===== config.mk =====
export PLATFORM = sky130hd
export DESIGN_NAME = piccolo_round_ctrl_flat
export DESIGN_NICKNAME = d
export VERILOG_FILES = /design/src/rtl/piccolo_pkg.sv /design/src/rtl/piccolo_round_ctrl_if.sv /design/src/rtl/piccolo_rk_index.sv /design/src/rtl/piccolo_round_ctrl.sv /design/src/flat_wrapper.sv
export SDC_FILE = /design/constraint.sdc
export NUM_CORES = 1
export LEC_CHECK = 0
export CAP_MARGIN = 20
export CORE_UTILIZATION = 52
export CTS_CLUSTER_SIZE = 16
export DETAILED_ROUTE_END_ITERATION = 8
export PLACE_DENSITY_LB_ADDON = 0.05
export REMOVE_ABC_BUFFERS = 1
export SLEW_MARGIN = 5
export SYNTH_ARGS = -nofsm -noshare
export SYNTH_HDL_FRONTEND = slang
export SYNTH_HIERARCHICAL = 1
export SYNTH_SLANG_ARGS = --single-unit

===== constraint.sdc =====
create_clock -name clk -period 3.4 [get_ports clk]
set_input_delay 0.34 -clock clk [delete_from_list [all_inputs] [get_ports clk]]
set_output_delay 0.34 -clock clk [all_outputs]
set_load 0.02 [all_outputs]

===== src/rtl/piccolo_pkg.sv =====
// Shared constants, FSM state type and round-key index helper for the Piccolo round controller.
package piccolo_pkg;

   localparam int R80   = 25;
   localparam int R128  = 31;
   localparam int CNT_W = 5;

   localparam logic [CNT_W-1:0] LAST80  = CNT_W'(R80 - 1);
   localparam logic [CNT_W-1:0] LAST128 = CNT_W'(R128 - 1);

   typedef enum logic [1:0] {
      IDLE  = 2'd0,
      ROUND = 2'd1,
      DONE  = 2'd2
   } state_t;

   // Key pairs are consumed two at a time, so the index is doubled; decryption walks them backwards.
   function automatic logic [CNT_W:0] rk_index(input logic [CNT_W-1:0] cnt,
                                               input logic [CNT_W-1:0] last,
                                               input logic             dec);
      logic [CNT_W-1:0] k;
      k = dec ? (last - cnt) : cnt;
      return {k, 1'b0};
   endfunction

endpackage


===== src/rtl/piccolo_round_ctrl_if.sv =====
// Host-side job/result handshake of the Piccolo round controller.
// PICCOLO_DECRYPT_EN adds the dec request bit.
interface piccolo_round_ctrl_if;
   logic in_valid;
   logic in_ready;
   logic key_sel;
   logic out_valid;
   logic out_ready;
`ifdef PICCOLO_DECRYPT_EN
   logic dec;

   modport master (output in_valid, key_sel, dec, out_ready, input in_ready, out_valid);
   modport slave  (input in_valid, key_sel, dec, out_ready, output in_ready, out_valid);
`else
   modport master (output in_valid, key_sel, out_ready, input in_ready, out_valid);
   modport slave  (input in_valid, key_sel, out_ready, output in_ready, out_valid);
`endif
endinterface


===== src/rtl/piccolo_rk_index.sv =====
// Combinational round-key pair index from round counter, latched last round and direction.
module piccolo_rk_index
   import piccolo_pkg::*;
(
   input  logic [CNT_W-1:0] cnt,
   input  logic [CNT_W-1:0] last,
   input  logic             dec,
   output logic [CNT_W:0]   rk_idx
);

   assign rk_idx = rk_index(cnt, last, dec);

endmodule


===== src/rtl/piccolo_round_ctrl.sv =====
// Sequencer for the iterated Piccolo datapath: accept job, run 25/31 rounds, hold result.
// PICCOLO_DECRYPT_EN enables reverse round-key ordering via the dec request bit.
module piccolo_round_ctrl
   import piccolo_pkg::*;
(
   input  logic                 clk,
   input  logic                 rst,
   piccolo_round_ctrl_if.slave  host,
   output logic                 ld_state,
   output logic                 en_round,
   output logic                 rp_en,
   output logic                 wk_final,
   output logic [CNT_W-1:0]     round_idx,
   output logic [CNT_W:0]       rk_idx,
   output logic                 busy
);

   state_t           state, nxt_state;
   logic [CNT_W-1:0] cnt, nxt_cnt;
   logic [CNT_W-1:0] last, nxt_last;
   logic             dec_q, nxt_dec;
   logic             dec_in, accept;

   logic             en_round_n, rp_en_n, wk_final_n, out_valid_n, busy_n;
   logic [CNT_W-1:0] round_idx_n;
   logic [CNT_W:0]   rk_n, rk_idx_n;

`ifdef PICCOLO_DECRYPT_EN
   assign dec_in = host.dec;
`else
   assign dec_in = 1'b0;
`endif

   assign host.in_ready = (state == IDLE);
   assign accept        = host.in_valid && (state == IDLE);
   assign ld_state      = accept;

   // Outputs are registered from next-state values so they line up with the state they describe.
   always_ff @(posedge clk) begin
      if (rst) begin
         state          <= IDLE;
         cnt            <= '0;
         last           <= '0;
         dec_q          <= 1'b0;
         en_round       <= 1'b0;
         rp_en          <= 1'b0;
         wk_final       <= 1'b0;
         host.out_valid <= 1'b0;
         busy           <= 1'b0;
         round_idx      <= '0;
         rk_idx         <= '0;
      end else begin
         state          <= nxt_state;
         cnt            <= nxt_cnt;
         last           <= nxt_last;
         dec_q          <= nxt_dec;
         en_round       <= en_round_n;
         rp_en          <= rp_en_n;
         wk_final       <= wk_final_n;
         host.out_valid <= out_valid_n;
         busy           <= busy_n;
         round_idx      <= round_idx_n;
         rk_idx         <= rk_idx_n;
      end
   end

   always_comb begin
      nxt_state = state;
      nxt_cnt   = cnt;
      nxt_last  = last;
      nxt_dec   = dec_q;
      unique case (state)
         IDLE: begin
            if (accept) begin
               nxt_state = ROUND;
               nxt_cnt   = '0;
               nxt_last  = host.key_sel ? LAST128 : LAST80;
               nxt_dec   = dec_in;
            end
         end
         ROUND: begin
            if (cnt == last) nxt_state = DONE;
            else             nxt_cnt   = cnt + 1'b1;
         end
         DONE: begin
            if (host.out_ready) nxt_state = IDLE;
         end
         default: nxt_state = IDLE;
      endcase
   end

   piccolo_rk_index u_rk_index (
      .cnt    (nxt_cnt),
      .last   (nxt_last),
      .dec    (nxt_dec),
      .rk_idx (rk_n)
   );

   always_comb begin
      en_round_n  = (nxt_state == ROUND);
      rp_en_n     = en_round_n && (nxt_cnt != nxt_last);
      wk_final_n  = en_round_n && (nxt_cnt == nxt_last);
      out_valid_n = (nxt_state == DONE);
      busy_n      = (nxt_state != IDLE);
      round_idx_n = en_round_n ? nxt_cnt : '0;
      rk_idx_n    = en_round_n ? rk_n : '0;
   end

endmodule

===== src/flat_wrapper.sv =====
// flat-port wrapper written by rule: the top's interface ports become plain ports
module piccolo_round_ctrl_flat import piccolo_pkg::*;
  (clk, rst, ld_state, en_round, rp_en, wk_final, round_idx, rk_idx, busy, host_in_valid, host_key_sel, host_out_ready, host_in_ready, host_out_valid);
  piccolo_round_ctrl_if host_i ();
  input  logic clk;
  input  logic rst;
  output logic ld_state;
  output logic en_round;
  output logic rp_en;
  output logic wk_final;
  output logic [CNT_W-1:0] round_idx;
  output logic [CNT_W:0] rk_idx;
  output logic busy;
  input wire logic [$bits(host_i.in_valid)-1:0] host_in_valid;
  input wire logic [$bits(host_i.key_sel)-1:0] host_key_sel;
  input wire logic [$bits(host_i.out_ready)-1:0] host_out_ready;
  output wire logic [$bits(host_i.in_ready)-1:0] host_in_ready;
  output wire logic [$bits(host_i.out_valid)-1:0] host_out_valid;
  assign host_i.in_valid = host_in_valid;
  assign host_i.key_sel = host_key_sel;
  assign host_i.out_ready = host_out_ready;
  assign host_in_ready = host_i.in_ready;
  assign host_out_valid = host_i.out_valid;
  piccolo_round_ctrl u_core (.clk(clk), .rst(rst), .host(host_i), .ld_state(ld_state), .en_round(en_round), .rp_en(rp_en), .wk_final(wk_final), .round_idx(round_idx), .rk_idx(rk_idx), .busy(busy));
endmodule

---- After elaboration in Yosys (flattened, before gate mapping) ----
Cells that the tools add are included.
operators by class
  reduce and logical (&&, ||, !) cells .... 6
  shifts and indexed selects .............. 0
  multiply operators ...................... 0
  $lt $le $gt $ge ......................... 0
  $add $sub $neg .......................... 2
  equal/unequal tests ..................... 7
  mux-type cells .......................... 13
  divide/modulo/power cells ............... 0
  bitwise logic cells ..................... 1
operators by type and width
  kind                                                              number
  5-bit two-way mux                                                 5
  5-bit == test                                                     2
  5-bit one-hot mux with 2 select lines                             1
  2-bit two-way mux                                                 3
  2-bit one-hot mux with 3 select lines                             1
  5-bit by 1-bit adder with 5-bit output (second input constant)    1
  5-bit != test                                                     1
  5-bit subtractor                                                  1
  2-bit by 1-bit == test with 1-bit output (second input constant)  2
  2-bit == test (second input constant)                             2
  1-bit logical AND                                                 3
  3-bit two-way mux                                                 1
  2-bit logical NOT                                                 1
  1-bit two-way mux                                                 2
  2-bit nonzero test                                                1
  2-bit OR reduction                                                1
  1-bit inverter                                                    1
storage, ports and cells
  register bits ........................... 29
  bits in latches ......................... 0
  input bits .............................. 5
  output and inout port bits .............. 18
  RAM bits ................................ 0
  ROM bits ................................ 0
  memories ................................ 0
  word-level logic and storage cells ...... 41

---- Longest topological paths before layout ----
Gate-level depths: netlist of run 1.
  word-level depth ........................ 7
  depth in mapped cells ................... 14
  depth with buffers taken out ............ 13

---- Hierarchy ----
Netlist of run 1, hierarchy kept.
modules (own cells, without submodules)
  module              area each (um^2)  times used  cells each  seq. area each (um^2)
  piccolo_round_ctrl  1228.7            1           128         580.6
  piccolo_rk_index    216.5             1           32          0.0

---- Worst setup path before layout of run 1 ----
OpenSTA, ideal clock, no wires.
  path type ............................... register -> register
  start point ............................. register u_core.cnt[2]
  end point ............................... register u_core.rk_idx[4]
  stages on the path, launching flop included .. 13
  library setup time ...................... 0.115 ns
  path slack .............................. 0.637 ns
  arrival ................................. 2.648 ns
  buffers on the path ..................... 0
  data required time ...................... 3.285 ns
  clock period less this slack ............ 2.763 ns
  path through ............................ dfxtp_1 xnor2_1 nand4_1 o21ai_0 o21ai_0 inv_1 inv_1 ha_1 nor2b_1 o21a_1 or3_1 a31o_1 and2_1
on the way
  elaborated cells between the ends (all ways) .. 12
  classes of those cells .................. 2 x add/sub; 2 x eq/ne; 6 x mux; 1 x bitwise; 1 x reduce/logical
RTL lines
  item                                   line                      source
  start: declaration                     piccolo_round_ctrl.sv:19  logic [CNT_W-1:0] cnt, nxt_cnt;
  start signal: assignment               piccolo_round_ctrl.sv:54  cnt <= nxt_cnt;
  5-bit == test                          piccolo_round_ctrl.sv:82  if (cnt == last) nxt_state = DONE;
  5-bit two-way mux                      piccolo_round_ctrl.sv:82
  5-bit one-hot mux with 2 select lines  piccolo_round_ctrl.sv:72  unique case (state)
  net u_core.nxt_cnt[1]                  piccolo_round_ctrl.sv:19
  5-bit subtractor                       piccolo_pkg.sv:22         k = dec ? (last - cnt) : cnt;
  5-bit two-way mux                      piccolo_pkg.sv:22
  net u_core.rk_n[4]                     piccolo_round_ctrl.sv:26  logic [CNT_W:0] rk_n, rk_idx_n;
  end signal: assignment                 piccolo_round_ctrl.sv:63  rk_idx <= rk_idx_n;
  end: declaration                       piccolo_round_ctrl.sv:14  output logic [CNT_W:0] rk_idx,
The timed path passes the listed nets, and every way through them passes these cells.
A chain may end at the register's enable or synchronous reset.

---- Worst setup path after layout of run 1 ----
  start point ............................. register u_core.cnt[2]
  end point ............................... register u_core.rk_idx[5]
Same word-level chain as after synthesis.

==> impl_metrics.tcl, run 1 <==
set metrics [dict create \
    boundaryPins 23 \
    final_hold_viol_count 0 \
    post_cts.resized_instances 0 \
    filler_cells_inserted 217 \
    critPathRequiredTime_ps 3630 \
    critical_path_class "reg2reg" \
    hpwlAfterDp_microns 2120 \
    synth_enable_flop_cells 0 \
    syn-instance-count 160 \
    initialDrtViolationCount 17 \
    routedWlPerCell_microns 13.2 \
    antenna_found_initial 0 \
    finalCritPeriodShare_pct 88.1 \
    fin_tns_setup_ps 0 \
    net_count_reported_at_finish 198 \
    worst_slew_margin_rel_pct 62.1 \
    clk_pin_slew_ps 90 \
    post_route_cells_drive_above_1_share_pct 10.1 \
    number_of_nets_with_antenna_violations_after_detailed_routing 0 \
    dieHeight_microns 54.7 \
    fin_total_pwr_mw 0.824 \
    holdCritPathClass "reg2reg" \
    synth_ff_type "dfxtp_1" \
    holdBufCountCts 0 \
    drcViolationCount 0 \
    setup.worst_path.start_class "register" \
    postSynthAreaPerCell_sq_um 9.03 \
    root_buffer "clkbuf_4" \
    overflow 0 \
    globalplace.congestion 0.902 \
    period_minus_slack_ps 3000 \
    multi_input_area_sq_um 788 \
    grt_setup_unrepaired "no" \
    sequential_cell_area_sq_um 581 \
    synthesis.yosys.warnings 6 \
    synthArstFlopShare_pct 0 \
    grt_start_max_net_pins 16 \
    worst_setup_path_end_kind "register" \
    postPlaceCellArea_sq_um 1690 \
    clk-insertion-delay-late_ps 330 \
    cts.path.max_buffers 2 \
    area_growth_syn_to_layout_pct 22.1 \
    synth_seq_area_share_pct 40.2 \
    finalNonFillerCells 218 \
    arrival_time_at_the_worst_endpoint_ps 3220 \
    floorplan.die_area_sq_um 2990 \
    start_util_pct 56.8 \
    detail_route.first_pass.iterations 4 \
    port_buffers 22 \
    grt_use_total_pct 23.7 \
    dr_vias 1173 \
    worst_pin_slew_ps 566 \
    static_leakage_power_nw 0.697 \
    die_w_microns 54.7 \
    tritoncts "yes" \
    peakVddDrop_v 0.000334 \
    route.final.wire_length_microns 2890 \
    maxCapViolCount 0 \
    cts_htree_levels 2 \
    post-route-util_pct 69.3 \
    finalMaxSlewViolations 0 \
    yosys_register_bits 29 \
    outcome "complete, no violations" \
    std_cell_rows 18 \
    dp.cells 210 \
    first_global_vias 1099 \
    synth.distinct_cells 44 \
    route.detailed.vias_per_inst 5.38 \
    final_area_sq_um 1760 \
    synth_area_sq_um 1450 \
    floorplan.core_area_sq_um 2540 \
    clock-sinks 29 \
    setup_viol 0 \
    cellPowerDensity_nw_per_um2 467 \
    finalClockSkew_ps 9.11 \
    cts_made_buffers 5 \
    crit_path_max_fanout 6 \
    grt_pass1_wl_microns 4820 \
    max_freq_mhz 334 \
    post_cts_setup_repair_bufs 0 \
    num_antenna_cells 0 \
]
through the flow:
stage | hold slack (ps) | setup WS (ps)
final | 588 | 404
after global routing | 601 | 162
after CTS | 586 | 424
after detailed placement | 563 | 345
after global placement | 554 | 385
after floorplan | 409 | 608
Yosys cell counts (all sizes together) (2+ instances only):
| cell type | number | share of area, % |
|---|---|---|
| nand4 | 2 | 0.87 |
| o211ai | 3 | 1.6 |
| inv | 11 | 2.9 |
| nand2b | 2 | 0.87 |
| a31oi | 2 | 0.87 |
| nand2 | 7 | 1.8 |
| nor2 | 19 | 4.9 |
| and2 | 7 | 3.0 |
| buf | 3 | 1.6 |
| ha | 5 | 4.3 |
| or2 | 2 | 0.87 |
| xnor2 | 11 | 8.5 |
| dfxtp | 29 | 40 |
| a21oi | 8 | 2.8 |
| o21ai | 8 | 3.0 |
| nor2b | 9 | 3.9 |
| nand3 | 4 | 1.4 |
| a21boi | 2 | 1.0 |
| nor3 | 4 | 1.4 |
| clkbuf | 2 | 0.52 |
| o21a | 2 | 1.0 |
where the power goes:
part           switching (mW)  internal [mW]
clock                   0.116          0.120
combinational           0.119         0.0918
sequential             0.0186          0.358
registers in the layout (all words and copies together), names as in the netlist:
name / count
u_core/rk_idx: 6
u_core/host.out_valid: 1
u_core/last: 5
u_core/rp_en: 1
u_core/wk_final: 1
u_core/dec_q: 1
u_core/en_round: 1
u_core/state: 2
u_core/cnt: 5
u_core/busy: 1
u_core/round_idx: 5
layout make-up:
class	instances	area share, %
inverters	12	2.55
well taps	30	2.13
clock inverters	1	0.284
clock buffers	7	3.69
repair buffers	25	13.8
flip-flops and latches	29	32.9
multi-input cells	114	44.7
routing by layer:
metal	part of all wire [%]	wire length (microns)	vias to the layer above	track usage (%)
met5	0	0	-	0
met4	0.94	27	0	11.5
met3	5.4	155	4	9.44
met2	46	1340	38	34.3
met1	47	1370	537	30.0
li1	-	-	594	-
layout by cell type (no fill, tap or decap), drive strengths merged, types with 3 or more instances in the layout:
master / count
nor2: 19
nand2: 7
nor3: 4
clkbuf: 7
dfxtp: 29
nor2b: 9
o21ai: 8
nand3: 4
and2: 7
clkdlybuf4s50: 22
xnor2: 11
a21oi: 8
buf: 3
o211ai: 3
inv: 11
ha: 5
critical path, stage by stage (launching register included):
cell and delay [ps]:
dfxtp_1 530, xnor2_1 180, and4_1 390, a21oi_1 160, xnor2_1 190, nor2_1 150, ha_1 190, inv_1 70
fa_1 400, nand3_1 120, a21boi_0 90, o21ai_0 210, xnor2_1 80, and2_1 140
logic make-up after synthesis:
group	count (synthesis)	synth area share, %
AND/OR/NAND/NOR	63	22.7
AO/OA/AOI/OAI	32	16.8
flip-flops	29	40.2
buffers and inverters	17	5.28
XOR/XNOR	12	9.09
adder cells (fa/ha/maj)	6	5.71
other	1	0.259
path summary, 6_finish.rpt:
| kind | from | end | slack [ps] | cells past startpoint |
|---|---|---|---|---|
| setup reg to reg | u_core/cnt[2]$_SDFF_PP0_ | u_core/rk_idx[5]$_SDFF_PP0_ | 400 | 13 |
| hold reg to reg | u_core/last[2]$_SDFF_PP0_ | u_core/last[2]$_SDFF_PP0_ | 590 | 2 |
| hold / removal | u_core/last[2]$_SDFF_PP0_ | u_core/last[2]$_SDFF_PP0_ | 590 | 2 |
| setup / recovery | u_core/cnt[2]$_SDFF_PP0_ | u_core/rk_idx[5]$_SDFF_PP0_ | 400 | 13 |
Power figures use the tool's default switching activity.
==> run 2: changes to the inputs <==
Settings changed: TNS_END_PERCENT from default to 5.
==> results of run 2 <==
No change in the layout: final DEF, timing and power equal those of run 1.
==> run 3: changes to the inputs <==
==> constraint.sdc (replaced) <==
create_clock -name clk -period 3.4 [get_ports clk]
set_input_delay 0.34 -clock clk [delete_from_list [all_inputs] [get_ports clk]]
set_output_delay 0.34 -clock clk [all_outputs]
set_load 0.1 [all_outputs]
==> run 3 against run 2 <==
  * Sequential share of layout area is 0.40 points higher
  * First-iteration DRC count grew 29%
  * Largest cell class unchanged
  * Die area did not move
  * Combinational power is 37% higher
  * Sequential cell count is the same
==> impl_metrics.tcl, run 3 (synthesis gave the netlist of run 1 again) <==
set metrics [dict create \
    outcome "complete, no violations" \
    finalMaxSlewViolations 0 \
    grt_setup_unrepaired "no" \
    timing.reg2reg.worst_path_depth 11 \
    holdCritPathClass "reg2reg" \
    metal3_wl_microns 133 \
    path_depth 11 \
    grt_use_total_pct 22.6 \
    routedWlPerCell_microns 12.9 \
    fin_total_pwr_mw 0.858 \
    post_cts.resized_instances 0 \
    hpwlAfterDp_microns 2030 \
    crit_path_max_fanout 10 \
    critPathRequiredTime_ps 3620 \
    detail_route.first_pass.iterations 4 \
    period_minus_slack_ps 3000 \
    floorplan.die_area_sq_um 2990 \
    root_buffer "clkbuf_4" \
    initialDrtViolationCount 22 \
    worst_setup_path_end_kind "register" \
    static_leakage_power_nw 0.689 \
    cpMaxStageDelayCell "dfxtp_1" \
    finalCritPeriodShare_pct 88.1 \
    max_ffs_per_register 6 \
    hold-worst-slack_ps 579 \
    setup.worst_path.start_class "register" \
    clk-insertion-delay-late_ps 320 \
    worst_pin_slew_ps 973 \
    multi_input_area_sq_um 788 \
    cts_made_buffers 5 \
    floorplan.core_area_sq_um 2540 \
    worst_slew_margin_rel_pct 34.9 \
    fin_tns_setup_ps 0 \
    peakVddDrop_v 0.000374 \
    maxCapViolCount 0 \
    clk_pin_slew_ps 90 \
    boundaryPins 23 \
    tritoncts "yes" \
    final_common_cell "dfxtp_1" \
    arrival_time_at_the_worst_endpoint_ps 3210 \
    final_hold_viol_count 0 \
    number_of_nets_with_antenna_violations_after_detailed_routing 0 \
    first_global_vias 1028 \
    num_antenna_cells 0 \
    whs_path_depth 2 \
    cts_htree_levels 2 \
    post-route-util_pct 68.5 \
    die_w_microns 54.7 \
    route.detailed.vias_per_inst 5.32 \
    dieHeight_microns 54.7 \
    start_util_pct 56.8 \
    postPlaceCellArea_sq_um 1690 \
    port_buffers 22 \
    layout.cells.most_common_list "dfxtp_1 (29), clkdlybuf4s50_1 (21), nor2_1 (19), inv_1 (11)" \
    clock-sinks 29 \
    finalClockSkew_ps 3.69 \
    filler_cells_inserted 221 \
    critical_path_class "reg2reg" \
    cellPowerDensity_nw_per_um2 492 \
    overflow 0 \
    grt_start_max_net_pins 16 \
    routed-wl-met2_microns 1300 \
    cts.path.max_buffers 2 \
    route.final.wire_length_microns 2820 \
    globalplace.congestion 0.921 \
    critical_path.top_delay_family "simple AND/OR/NAND/NOR gates" \
    std_cell_rows 18 \
    top_register "u_core/rk_idx" \
    post_cts_setup_repair_bufs 0 \
    critPathBufInv 2 \
    cpMostUsedCell "nand2_1" \
    max_freq_mhz 334 \
    dr_vias 1160 \
    final_area_sq_um 1740 \
    post_route_cells_drive_above_1_share_pct 10.1 \
    holdBufCountCts 0 \
    crit_chain "nor2_1 -> nand2_1 -> clkinv_1 -> nand2_1 -> a21boi_0 -> inv_1 -> ha_1 -> o21a_1 -> or3_1 -> a31o_1 -> and2_1" \
    slowest_delay_ps 570 \
    net_count_reported_at_finish 198 \
    area_growth_syn_to_layout_pct 20.6 \
    top_layer "met4" \
    antenna_found_initial 0 \
    sequential_cell_area_sq_um 581 \
    drcViolationCount 0 \
    wl_met1_microns 1350 \
    setup_viol 0 \
    grt_pass1_wl_microns 4650 \
]
run 3: worst paths after layout:
| kind | start | endpoint | slack (ps) |
|---|---|---|---|
| setup / recovery | u_core/state[0]$_SDFF_PP0_ | u_core/rk_idx[4]$_SDFF_PP0_ | 400 |
| hold / removal | u_core/last[2]$_SDFF_PP0_ | u_core/last[2]$_SDFF_PP0_ | 580 |
| setup reg to reg | u_core/state[0]$_SDFF_PP0_ | u_core/rk_idx[4]$_SDFF_PP0_ | 400 |
| hold reg to reg | u_core/last[2]$_SDFF_PP0_ | u_core/last[2]$_SDFF_PP0_ | 580 |
run 3: stage by stage:
step                setup slack, ps  cells
floorplan                      -778    155
global placement                384    210
detailed placement              344    210
CTS                             435    218
global route                    201    218
finish                          405    218
run 3: worst reg2reg max path: stages, from the launching register on:
cell and delay, ps:
dfxtp_1 570, nor2_1 120, nand2_1 200, clkinv_1 310
nand2_1 210, a21boi_0 260, inv_1 120, ha_1 330
o21a_1 130, or3_1 310, a31o_1 220, and2_1 120
run 3: area by class of cell:
type,instances,share of cell area [%]
clock buffer,6,2.37
clock inverter,2,0.574
inverter,12,2.58
multi-input combinational,114,45.2
sequential,29,33.3
tap,30,2.15
timing repair buffer,25,13.8
run 3: per-layer routing:
metal / vias to the layer above / GRT usage [%]
li1: 590 / -
met1: 539 / 29.1
met2: 27 / 34.5
met3: 4 / 6.11
met4: 0 / 11.1
met5: - / 0
run 3: where the power goes:
part	total (mW)	internal [mW]	switching (mW)	leakage, nW
Sequential	0.377	0.358	0.0183	0.236
Clock	0.192	0.0786	0.113	0.0320
Combinational	0.290	0.0906	0.199	0.421
